===== src/rtl/cpu_types_pkg.sv =====
// Shared CPU types: RAM handshake state, data word and the
// memory-arbiter state encoding.
package cpu_types_pkg;

    localparam int WORD_W = 32;

    typedef logic [WORD_W-1:0] word_t;

    typedef enum logic [1:0] {
        FREE   = 2'd0,
        BUSY   = 2'd1,
        ACCESS = 2'd2,
        ERROR  = 2'd3
    } ramstate_t;

    typedef enum logic [2:0] {
        IDLE  = 3'd0,
        DACC  = 3'd1,
        IACC  = 3'd2,
        DONE  = 3'd3,
        FAULT = 3'd4
    } arb_state_t;

endpackage


===== src/rtl/mem_arbiter.sv =====
// Instruction/data arbiter for the single-ported RAM: data-first
// grants with fetch anti-starvation and a hung-access timeout.
module mem_arbiter
    import cpu_types_pkg::*;
#(
    parameter int TIMEOUT = 15
) (
    input  logic      CLK,
    input  logic      RST,
    input  logic      iREN,
    input  word_t     iaddr,
    input  logic      dREN,
    input  logic      dWEN,
    input  word_t     daddr,
    input  word_t     dstore,
    output logic      ihit,
    output logic      dhit,
    output word_t     iload,
    output word_t     dload,
    output logic      ramREN,
    output logic      ramWEN,
    output word_t     ramaddr,
    output word_t     ramstore,
    input  word_t     ramload,
    input  ramstate_t ramstate,
    output logic      merr
);

    localparam int CW = $clog2(TIMEOUT + 1);
    localparam logic [CW-1:0] TMAX  = CW'(TIMEOUT);
    localparam logic [CW-1:0] TLAST = CW'(TIMEOUT - 1);

    arb_state_t    state;
    logic          ifavor;
    logic [CW-1:0] cnt;

    always_ff @(posedge CLK or posedge RST) begin
        if (RST) begin
            state    <= IDLE;
            ifavor   <= 1'b0;
            cnt      <= '0;
            ihit     <= 1'b0;
            dhit     <= 1'b0;
            iload    <= '0;
            dload    <= '0;
            ramREN   <= 1'b0;
            ramWEN   <= 1'b0;
            ramaddr  <= '0;
            ramstore <= '0;
            merr     <= 1'b0;
        end else begin
            ihit <= 1'b0;
            dhit <= 1'b0;
            unique case (state)
                IDLE: begin
                    // A pending fetch that lost to a data access wins next
                    if ((ifavor && iREN) || (iREN && !dREN && !dWEN)) begin
                        state    <= IACC;
                        ifavor   <= 1'b0;
                        cnt      <= '0;
                        ramREN   <= 1'b1;
                        ramWEN   <= 1'b0;
                        ramaddr  <= iaddr;
                        ramstore <= '0;
                    end else if (dREN || dWEN) begin
                        state    <= DACC;
                        cnt      <= '0;
                        ramREN   <= !dWEN;
                        ramWEN   <= dWEN;
                        ramaddr  <= daddr;
                        ramstore <= dWEN ? dstore : '0;
                    end
                end
                DACC, IACC: begin
                    if (ramstate == ERROR) begin
                        state    <= FAULT;
                        merr     <= 1'b1;
                        ramREN   <= 1'b0;
                        ramWEN   <= 1'b0;
                        ramaddr  <= '0;
                        ramstore <= '0;
                    end else if (ramstate == ACCESS) begin
                        state    <= DONE;
                        ramREN   <= 1'b0;
                        ramWEN   <= 1'b0;
                        ramaddr  <= '0;
                        ramstore <= '0;
                        if (state == IACC) begin
                            ihit  <= 1'b1;
                            iload <= ramload;
                        end else begin
                            dhit <= 1'b1;
                            if (ramREN)
                                dload <= ramload;
                            if (iREN)
                                ifavor <= 1'b1;
                        end
                    end else begin
                        if (cnt != TMAX)
                            cnt <= cnt + 1'b1;
                        if (cnt == TLAST) begin
                            state    <= FAULT;
                            merr     <= 1'b1;
                            ramREN   <= 1'b0;
                            ramWEN   <= 1'b0;
                            ramaddr  <= '0;
                            ramstore <= '0;
                        end
                    end
                end
                DONE: begin
                    state <= IDLE;
                end
                FAULT: begin
                    state    <= FAULT;
                    merr     <= 1'b1;
                    ramREN   <= 1'b0;
                    ramWEN   <= 1'b0;
                    ramaddr  <= '0;
                    ramstore <= '0;
                end
                default: begin
                    state <= IDLE;
                end
            endcase
        end
    end

endmodule


===== config.mk =====
export PLATFORM = sky130hd
export DESIGN_NAME = mem_arbiter
export DESIGN_NICKNAME = d
export VERILOG_FILES = /design/src/rtl/cpu_types_pkg.sv /design/src/rtl/mem_arbiter.sv
export SDC_FILE = /design/constraint.sdc
export NUM_CORES = 1
export LEC_CHECK = 0
export ABC_AREA = 1
export ABC_CLOCK_PERIOD_IN_PS = 6750
export CAP_MARGIN = 5
export CORE_ASPECT_RATIO = 1.25
export CORE_MARGIN = 2
export CORE_UTILIZATION = 43
export CTS_CLUSTER_DIAMETER = 200
export DETAILED_ROUTE_END_ITERATION = 8
export PLACE_DENSITY = 0.85
export RECOVER_POWER = 25
export SYNTH_ARGS = -nofsm -noshare
export SYNTH_HDL_FRONTEND = slang
export SYNTH_SLANG_ARGS = --single-unit
export TNS_END_PERCENT = 5

===== constraint.sdc =====
create_clock -name CLK -period 6.75 [get_ports CLK]
set_input_delay 1.35 -clock CLK [delete_from_list [all_inputs] [get_ports CLK]]
set_output_delay 1.35 -clock CLK [all_outputs]
set_load 0.1 [all_outputs]

Word-level counts from Yosys, hierarchy flattened

Cells that the tools add are included.

Eq/ne operators: 18
Reduce and logical (&&, ||, !) cells: 19
Add/sub/neg operators: 1
Mux-type cells: 49
Bitwise logic cells: 2

Operators by type and width:

| cell                                                             | number |
|---|---|
| 32-bit 2-to-1 mux                                                | 8 |
| 32-bit case mux with 3 select lines                              | 2 |
| 1-bit 2-to-1 mux                                                 | 23 |
| 4-bit 2-to-1 mux                                                 | 5 |
| 3-bit 2-to-1 mux                                                 | 5 |
| 2-bit inequality test (second input constant)                    | 7 |
| 5-bit AND reduction                                              | 2 |
| 3-bit inequality test (second input constant)                    | 3 |
| 3-bit case mux with 3 select lines                               | 1 |
| 4-bit inequality test (second input constant)                    | 2 |
| 4-bit case mux with 2 select lines                               | 1 |
| 1-bit case mux with 3 select lines                               | 2 |
| 3-bit AND reduction                                              | 2 |
| 6-bit AND reduction                                              | 1 |
| 4-bit by 1-bit adder with 4-bit output (second input constant)   | 1 |
| 2-bit == test (second input constant)                            | 2 |
| 4-bit == test (second input constant)                            | 1 |
| 1-bit case mux with 2 select lines                               | 2 |
| 4-bit AND reduction                                              | 1 |
| 2-bit nonzero test                                               | 2 |
| 3-bit by 1-bit == test with 1-bit output (second input constant) | 1 |
| 3-bit by 2-bit == test with 1-bit output (second input constant) | 1 |
| 3-bit == test (second input constant)                            | 1 |
| 1-bit logical AND                                                | 3 |
| 7 further kinds                                                  | 10 |

Input port bits: 135
Logic and storage cells: 101
Output and inout bits: 133
Bits in registers: 141

Depth between registers and ports, before layout

Gate-level depths: netlist (run 1).

Depth after elaboration: 6
Gate-level depth with buffers: 9
Gate-level depth less buffers: 7

Least setup slack after synthesis (run 1)

Ideal clock, no wire load.

Path type: input to register
Start: input port ramstate[1]
End: register iload[10]
Path slack: 4,465 ps
Arrival: 2,155 ps
Stages on the path: 8
Data required time: 6,620 ps
Cells stage by stage: inv_1 > nor2_1 > inv_1 > nor2_1 > inv_2 > clkbuf_1 > nand2_1 > o21ai_0

Word-level cells in the longest chain between the ends: 3
Elaborated cells between the ends (all ways): 4
Those cells by class: eq/ne: 2; bitwise: 1; reduce/logical: 1

Ends and longest elaborated chain:

| element                                | line              | source |
|---|---|---|
| from (decl)                            | mem_arbiter.sv:25 | `input ramstate_t ramstate,` |
| 2-bit == test                          | mem_arbiter.sv:75 | `if (ramstate == ERROR) begin` |
| 1-bit NOT (no source line)             | --                |  |
| 4-bit AND reduction (no source line) * | --                |  |
| to (signal assigned)                   | mem_arbiter.sv:90 | `iload <= ramload;` |
| to (decl)                              | mem_arbiter.sv:18 | `output word_t iload,` |

Every way passes the cells marked *; elsewhere a longest branch is shown, timed or not.
A chain may end at the register's enable or synchronous reset.

==> results of run 1 <==
metrics by stage:
step / hold slack, ns / utilization (%) / instances / worst slack [ns]
6_report: 0.481 / 66.6 / 1181 / 2.23
2_1_floorplan: 0.501 / - / 740 / 1.62
5_1_grt: 0.506 / 66.6 / 1181 / 1.57
3_5_place_dp: 0.469 / 62.5 / 1150 / 2.74
3_3_place_gp: 0.465 / 62.5 / 1150 / 2.77
4_1_cts: 0.482 / 66.7 / 1181 / 3.16
final timing paths:
path | from | to | cells past startpoint
min in group asynchronous | RST | iload[9]$_DFFE_PP0P_ | 2
setup reg to reg | state[1]$_DFFE_PP0P_ | ramstore[24]$_DFFE_PP0P_ | 8
hold / removal | ramaddr[30]$_DFFE_PP0P_ | ramaddr[30]$_DFFE_PP0P_ | 2
max in group CLK | iREN | ramstore[24]$_DFFE_PP0P_ | 9
hold reg to reg | ramaddr[30]$_DFFE_PP0P_ | ramaddr[30]$_DFFE_PP0P_ | 2
setup / recovery | RST | ramstore[16]$_DFFE_PP0P_ | 3
sequential cells by signal, summed over array words and instances (netlist names):
| register | cells |
|---|---|
| ramaddr | 32 |
| ramWEN | 1 |
| ramREN | 1 |
| merr | 1 |
| ramstore | 32 |
| state | 3 |
| ifavor | 1 |
| iload | 32 |
| dhit | 1 |
| dload | 32 |
| ihit | 1 |
| cnt | 4 |
routing by layer:
| metal | GRT usage, % | wire [um] |
|---|---|---|
| met1 | 26.5 | 6850 |
| met2 | 35.7 | 8220 |
| met4 | 9.11 | 494 |
| met5 | 0 | 0 |
| met3 | 5.62 | 1150 |
cell usage after synthesis, drive strengths merged:
cell	number	area, um^2
xnor2	1	8.76
nor2	9	43.8
o21bai	1	7.51
xor2	1	8.76
ha	2	25.0
nand2	253	1000
dfrtp	141	3530
buf	24	193
a21boi	1	7.51
clkbuf	14	52.6
o21ai	137	783
inv	111	417
nand3	44	240
nand3b	1	7.51
cell type report:
class | count | area (um^2)
multi-input cells | 450 | 2130
clock inverters | 13 | 168
clock buffers | 18 | 429
fillers | 1149 | 4810
well taps | 178 | 223
flip-flops and latches | 141 | 3530
repair buffers | 270 | 2700
inverters | 111 | 418
logic make-up after synthesis:
logic type      after synthesis
xor+xnor                      2
compound gates              139
flops                       141
buf+inv                     149
fa+ha+maj                     2
simple gates                307
tightest hold or removal path: cells and delay by family (launching register included):
| kind | cells | cell delay [ns] |
|---|---|---|
| and+or+nand+nor | 1 | 0.06 |
| DFF | 1 | 0.34 |
| AOI/OAI and AO/OA | 1 | 0.05 |
==> summary.md, run 1 <==
| Metric | Value |
|---|---|
| Status | complete, but fails checks |
| Failing checks | capacitance limit, slew limit |
| Root Buffer | clkbuf_16 |
| Worst slew pin tran | 3.93 ns |
| Cell variety after synth | 24 |
| Crit-path max FO | 91 |
| Syn Inst Count | between 700 and 800 |
| Final min period | 4.52 ns |
| Critical path's top delay family | buffers and inverters |
| Combinational family with the most area after synthesis | simple AND/OR/NAND/NOR gates |
| Setup_tns | 0 ns |
| Layout Nets | 1128 |
| Synthesized Nets | 877 |
| First-pass detailed-route iteration total | 4 |
| Worst Path Required | 7.22 ns |
| DR WL/cell | roughly 14 um |
| Max stage delay on crit path | 2.17 ns |
| Port bufs | roughly 270 |
| Slew margin rel. | -163% |
| DR vias/cell | 4.75 |
| First-pass GRT wire length | 27100 um |
| Final ANT Viol Nets | 0 |
| CTS tree | yes |
| Placement-stage cell area | roughly 9000 um^2 |
| Simple-Gate Fraction of Synth Area | 20.4% |
| Die Width | 112 um |
| Vias | 5612 |
| # DRC | 0 |
| Post-synthesis adder-cell area fraction | less than 1% |
| Grt total ovfl | 0 |
| Startpoint types | input pin |
| Post-Syn Area | 6320 um^2 |
| Area Overhead vs Synth | 51.8% |
| Reg clk slew, reported paths | roughly 0.060 ns |
| Routability cong. | 0.820 |
| DRT iter0 DRCs | 377 |
| Commonest non-fill, non-tap cell in the layout | clkdlybuf4s50_1 |
| Layout Cell Area excl Fill | ~9600 um^2 |
| Std cell rows | a little under 50 |
| Antenna cell count | 0 |
| MaxCap Viol Count | 2 |
| Synth Area in Compound Gates | 12.6% |
| Crit Path Category | in2async |
| Buffers and inverters on the worst path | 3 |
| RSZ-0062 raised after global routing | no |
| Total length of routed wires | 16700 um |
| HPWL after DPL | 12100 um |
| Period utilisation layout | roughly two thirds |
| CTS Buf Count | 17 |
| Vias in the first global route | 5493 |
| Initial antenna violation count | 0 |
| Synth Register Bits | 141 |
| Post-CTS sizing | 0 |
| Clk buf depth | 2 |
| Most frequent cells in the layout | 264 x clkdlybuf4s50_1, 236 x nand2_1, 141 x dfrtp_1, 107 x inv_1, 57 x o21ai_0 |
| IO Count | 268 |
| Critical Path, Cell by Cell | dlygate4sd3_1 > clkinvlp_2 > buf_4 |
| Endpoints failing hold | 0 |
| Peak Freq | 221 MHz |
| Clock skew | 0.00838 ns |
| Number of H-tree levels | 4 |
| Hold WC Path Type | reg2reg |
| Yosys Warn Count | 0 |
| Final Setup Violations | 0 |
| CP arrival | 5.00 ns |
| Final Max Slew Viols | 157 |
| Global-route usage over all layers | between 20% and 30% |
| Slowest-stage cell, CP | clkinvlp_2 |
| Xor/xnor cell area share of the yosys netlist | 0.277% |
| Layout cells sized above 1 | 8.67% |
| CTS sink cnt | 141 |
| Die area | about 16000 um^2 |
| Core box area | 14400 um^2 |
| Avg Inst Size Synth | 8.54 um^2 |
| Die Ht | 140 um |
| CTS Hold Bufs | 0 |
| Post-synthesis mux area share | 0% |
| Largest net degree at the start of global routing | 92 |
| Setup slack, reg-to-reg | slightly above 4 ns |
| Worst skew pair latency | approximately 0.4 ns |
| CP endpoint kind | asynchronous set/reset pin |
| Seq/Total Area, Yosys | 55.8% |
| Initial core utilization | 43.9% |
| Post-CTS Setup Repair Bufs | 0 |
Power of run 1 is left out: the tool's default activity adds up to more than one toggle a clock period on the data nets, which glitch-free logic cannot reach.
==> inputs of run 2 (changes only) <==
Settings changed: ABC_CLOCK_PERIOD_IN_PS 6750 to 3700, CORE_UTILIZATION 43 to 39, PLACE_DENSITY 0.85 to 0.81.
Clock period 6.75 ns to 3.7 ns, I/O delays scaled along.
==> summary.md, run 2 (same netlist as run 1, synthesis figures left out) <==
| Metric | Value |
|---|---|
| Status | complete, but fails checks |
| Failing checks | capacitance limit, slew limit |
| CP arrival | 2.02 ns (-2.98 ns) |
| RSZ-0062 raised after global routing | no |
| Initial core utilization | 39.5% (-4.4 points) |
| IO Count | 268 (unchanged) |
| Post-CTS sizing | 0 (unchanged) |
| Critical path's top delay family | buffers and inverters |
| Slowest-stage cell, CP | clkdlybuf4s50_1 |
| Most frequent cells in the layout | 265 x clkdlybuf4s50_1, 235 x nand2_1, 141 x dfrtp_1, 106 x inv_1, 57 x o21ai_0 |
| Crit-path max FO | 3 (-97%) |
| Buffers and inverters on the worst path | 1 (-2) |
| Reg clk slew, reported paths | 0.06 ns (about the same) |
| CTS Hold Bufs | 0 (unchanged) |
| Number of H-tree levels | 4 (unchanged) |
| DRT iter0 DRCs | 290 (-23%) |
| Antenna cell count | 0 (unchanged) |
| Root Buffer | clkbuf_16 |
| Final ANT Viol Nets | 0 (unchanged) |
| Total length of routed wires | 16900 um (+0.94%) |
| Commonest non-fill, non-tap cell in the layout | clkdlybuf4s50_1 |
| Die area | 17300 um^2 (+9.9%) |
| HPWL after DPL | 12200 um (+0.66%) |
| Hold WC Path Type | reg2reg |
| Die Width | 118 um (+4.8%) |
| DR WL/cell | 13.8 um (-2.7%) |
| Top sig layer | met4 |
| CTS sink cnt | 141 (unchanged) |
| Global-route usage over all layers | 20.1% (-1.3 points) |
| Final Setup Violations | 0 (unchanged) |
| Layout cells sized above 1 | 9.42% (+0.74 points) |
| Startpoint types | flop |
| Endpoints failing hold | 0 (unchanged) |
| Port bufs | 267 (unchanged) |
| Area Overhead vs Synth | 54.0% |
| Crit Path Category | reg2out |
| Worst Path Required | 2.96 ns (-4.26 ns) |
| First-pass GRT wire length | 27700 um (+2.3%) |
| Wire length on met2 | 8390 um (+2.1%) |
| # DRC | 0 (unchanged) |
| Layout Nets | 1133 (+0.44%) |
| Die Ht | 146 um (+4.9%) |
| Setup_tns | 0 ns (unchanged) |
| Worst slew pin tran | 1.88 ns (-2.05 ns) |
| WL met3 | 1320 um (+14%) |
| Period utilisation layout | 74.7% |
| First-pass detailed-route iteration total | 4 (unchanged) |
| Peak Freq | 362 MHz |
| Routability cong. | 0.775 (-5.5%) |
| CP endpoint kind | primary output |
| CTS Buf Count | 17 (unchanged) |
| Critical Path, Cell by Cell | clkdlybuf4s50_1 |
| Worst skew pair latency | 0.42 ns (about the same) |
| Std cell rows | 52 (+6.1%) |
| Fillers | 1405 (+22%) |
| Post-CTS Setup Repair Bufs | 0 (unchanged) |
| Clock skew | 0.0114 ns (+0.00298 ns) |
| Clk buf depth | 2 (unchanged) |
| Vias in the first global route | 5514 (+0.38%) |
| Max stage delay on crit path | 1.20 ns (-0.97 ns) |
| Slew margin rel. | -25.3% (+140 points) |
| Initial antenna violation count | 0 (unchanged) |
| Final min period | approximately 2.8 ns |
| CTS tree | yes |
| MaxCap Viol Count | 1 (-1) |
| Largest net degree at the start of global routing | 142 (+54%) |
| M1 WL | 6780 um (-1.1%) |
| Core box area | 16000 um^2 (+11%) |
| Final Max Slew Viols | 142 (-9.6%) |
| Grt total ovfl | 0 (unchanged) |
| DR vias/cell | 4.57 (-3.8%) |
| Vias | 5599 (-0.23%) |
| Final hold slack | 0.478 ns (-0.00237 ns) |
[run 2: final timing paths]
| check | start | end | slack (ns) | cells after the start |
|---|---|---|---|---|
| worst max-delay path | ramREN$_DFFE_PP0P_ | ramREN | 0.94 | 1 |
| worst min-delay path | ramaddr[27]$_DFFE_PP0P_ | ramaddr[27]$_DFFE_PP0P_ | 0.48 | 2 |
| worst max register to register | state[1]$_DFFE_PP0P_ | dload[7]$_DFFE_PP0P_ | 1.61 | 5 |
| worst min register to register | ramaddr[27]$_DFFE_PP0P_ | ramaddr[27]$_DFFE_PP0P_ | 0.48 | 2 |
| max in group asynchronous | RST | cnt[2]$_DFFE_PP0P_ | 1.03 | 3 |
| min in group asynchronous | RST | iload[16]$_DFFE_PP0P_ | 1.51 | 3 |
[run 2: cell type report]
class	count	area [um^2]	area share (%)
inverter	111	420	4.32
multi-input combinational	450	2140	21.9
clock inverter	14	206	2.12
timing repair buffer	275	2750	28.2
clock buffer	18	429	4.41
tap	216	270	2.78
sequential	141	3530	36.2
[run 2: routing by layer]
metal / vias to the layer above / global-route usage (%)
met1: 2547 / 23.3
met4: 0 / 7.71
li1: 2805 / -
met3: 29 / 6.45
met2: 218 / 34.7
met5: - / 0
[run 2: stage by stage]
step	instances	setup slack, ns	cell area, um^2	utilization (%)
2_1_floorplan	740	1.20	6330	-
3_3_place_gp	1193	0.983	9120	57.0
3_5_place_dp	1193	0.945	9120	57.0
4_1_cts	1225	0.907	9750	60.9
5_1_grt	1225	0.600	9740	60.8
6_report	1225	0.936	9740	60.8
Power of run 2 is left out for the same reason.
==> inputs of run 3 (changes only) <==
Settings changed: ABC_CLOCK_PERIOD_IN_PS 3700 to 2680, CORE_UTILIZATION 39 to 43, PLACE_DENSITY 0.81 to 0.85.
Clock period 3.7 ns to 2.68 ns, I/O delays scaled along.
==> summary.md, run 3 (same netlist as run 1, synthesis figures left out) <==
| Metric | Value |
|---|---|
| Total length of routed wires | 16800 um (-0.47%) |
| Inst Count DP | 1158 (-2.9%) |
| Commonest non-fill, non-tap cell in the layout | nand2_1 |
| Worst slew pin tran | 0.895 ns (-0.985 ns) |
| CP endpoint kind | asynchronous set/reset pin |
| Final Setup Violations | 0 (unchanged) |
| DR WL/cell | 14.1 um (+2.5%) |
| CP arrival | 2.48 ns (+0.46 ns) |
| CTS tree | yes |
| Placement-stage cell area | 8810 um^2 (-3.4%) |
| Area Overhead vs Synth | 48.2% |
| Hold depth | 1 (-1) |
| Peak Freq | 492 MHz |
| Number of H-tree levels | 4 (unchanged) |
| Die Width | 112 um (-4.6%) |
| Die area | 15700 um^2 (-9.0%) |
| CTS sink cnt | 141 (unchanged) |
| Clk buf depth | 2 (unchanged) |
| Status | complete, no violations |
| Final ANT Viol Nets | 0 (unchanged) |
| Initial core utilization | 43.9% (+4.4 points) |
| Root Buffer | clkbuf_16 |
| Worst Hold End | merr$_DFFE_PP0P_ |
| Core box area | 14400 um^2 (-10%) |
| Final Max Slew Viols | 0 (-100%) |
| Initial antenna violation count | 0 (unchanged) |
| Vias | 5612 (+0.23%) |
| Hold WC Path Type | reg2reg |
| Final min period | 2.03 ns |
| Worst Path Required | 3.13 ns (+0.17 ns) |
| # DRC | 0 (unchanged) |
| CTS Hold Bufs | 0 (unchanged) |
| DR vias/cell | 4.72 (+3.2%) |
| Die Ht | 140 um (-4.6%) |
| Crit Path Category | in2async |
| Crit-path max FO | 57 (+54) |
| Antenna cell count | 0 (unchanged) |
| Routability cong. | 0.837 (+8.0%) |
| Startpoint types | input pin |
| R2R Path Start | state[1]$_DFFE_PP0P_ |
| Final core occ | 65.0% (+4.2 points) |
| Reg clk slew, reported paths | 0.06 ns (about the same) |
| Slew margin rel. | 40.0% (+65 points) |
| Vias in the first global route | 5444 (-1.3%) |
| CTS Buf Count | 17 (unchanged) |
| Post-CTS Setup Repair Bufs | 0 (unchanged) |
| Layout cells sized above 1 | 22.9% (+14 points) |
| Layout Nets | 1136 (+0.26%) |
| Non-Filler Instances | 1190 (-2.9%) |
| DRT iter0 DRCs | 385 (+33%) |
| Layout Cell Area excl Fill | 9370 um^2 (-3.8%) |
| Post-CTS sizing | 0 (unchanged) |
| Clock skew | 0.00929 ns (-0.00207 ns) |
| First-pass GRT wire length | 27200 um (-2.0%) |
| Std cell rows | 49 (-5.8%) |
| Worst skew pair latency | 0.42 ns (about the same) |
| RSZ-0062 raised after global routing | no |
| Largest net degree at the start of global routing | 68 (-52%) |
| MaxCap Viol Count | 0 (-1) |
| Reg2Reg Depth | 6 (+1) |
| Period utilisation layout | 75.8% |
| Reg2reg end | ramaddr[8]$_DFFE_PP0P_ |
| First-pass detailed-route iteration total | 4 (unchanged) |
| Setup slack, reg-to-reg | 0.92 ns (-0.69 ns) |
| Endpoints failing hold | 0 (unchanged) |
| Global-route usage over all layers | 21.8% (+1.7 points) |
| Setup_tns | 0 ns (unchanged) |
| HP Start | merr$_DFFE_PP0P_ |
| Most frequent cells in the layout | 235 x nand2_1, 141 x dfrtp_1, 138 x buf_4, 132 x clkdlybuf4s50_1, 106 x inv_1 |
| IO Count | 268 (unchanged) |
| Port bufs | 267 (unchanged) |
| Grt total ovfl | 0 (unchanged) |
| HPWL after DPL | 12300 um (+1.5%) |
-- run 3: cell types whose count changed in the layout (fill, tap and decap cells not counted), sizes merged --
cell,before,now
buf,7,143
clkdlybuf4s50,265,132
bufinv,4,1
inv,115,118
clkbuf,19,18
clkinvlp,1,2
-- run 3: routing by layer --
metal / global-route usage (%) / vias to the layer above / wire length (um) / part of all wire, %
li1: - / 2818 / - / -
met1: 26.6 / 2522 / 6750 / 40
met2: 36.6 / 230 / 8320 / 50
met3: 5.97 / 42 / 1210 / 7.2
met4: 8.86 / 0 / 527 / 3.1
met5: 0 / - / 0 / 0
-- run 3: worst max-delay path, stage by stage --
cell and delay (ns):
dlygate4sd3_1 0.54, clkinvlp_2 0.54, clkbuf_4 0.78
-- run 3: area by class of cell --
class                      instances  area [um^2]
fill                            1213         5040
sequential                       141         3530
timing repair buffer             278         2480
multi-input combinational        450         2140
clock buffer                      17          425
inverter                         111          418
tap                              178          223
clock inverter                    15          151
-- run 3: how the worst max path moves through the flow --
stage / from / end / slack [ns] / cells after the start
detailed placement: ramstate[1] / iload[28]$_DFFE_PP0P_ / 0.37 / 7
global placement: ramstate[1] / iload[13]$_DFFE_PP0P_ / 0.48 / 7
CTS: ramstate[1] / iload[28]$_DFFE_PP0P_ / 0.80 / 7
floorplan: RST / cnt[0]$_DFFE_PP0P_ / 0.38 / 1
finish: RST / ramaddr[28]$_DFFE_PP0P_ / 0.65 / 3
global route: RST / ramaddr[28]$_DFFE_PP0P_ / 0.37 / 3
-- run 3: metrics by stage --
stage	hold slack, ns	setup WS, ns
2_1_floorplan	0.501	0.381
3_3_place_gp	0.462	0.481
3_5_place_dp	0.474	0.372
4_1_cts	0.477	0.799
5_1_grt	0.508	0.375
6_report	0.482	0.648
Power of run 3 is left out for the same reason.
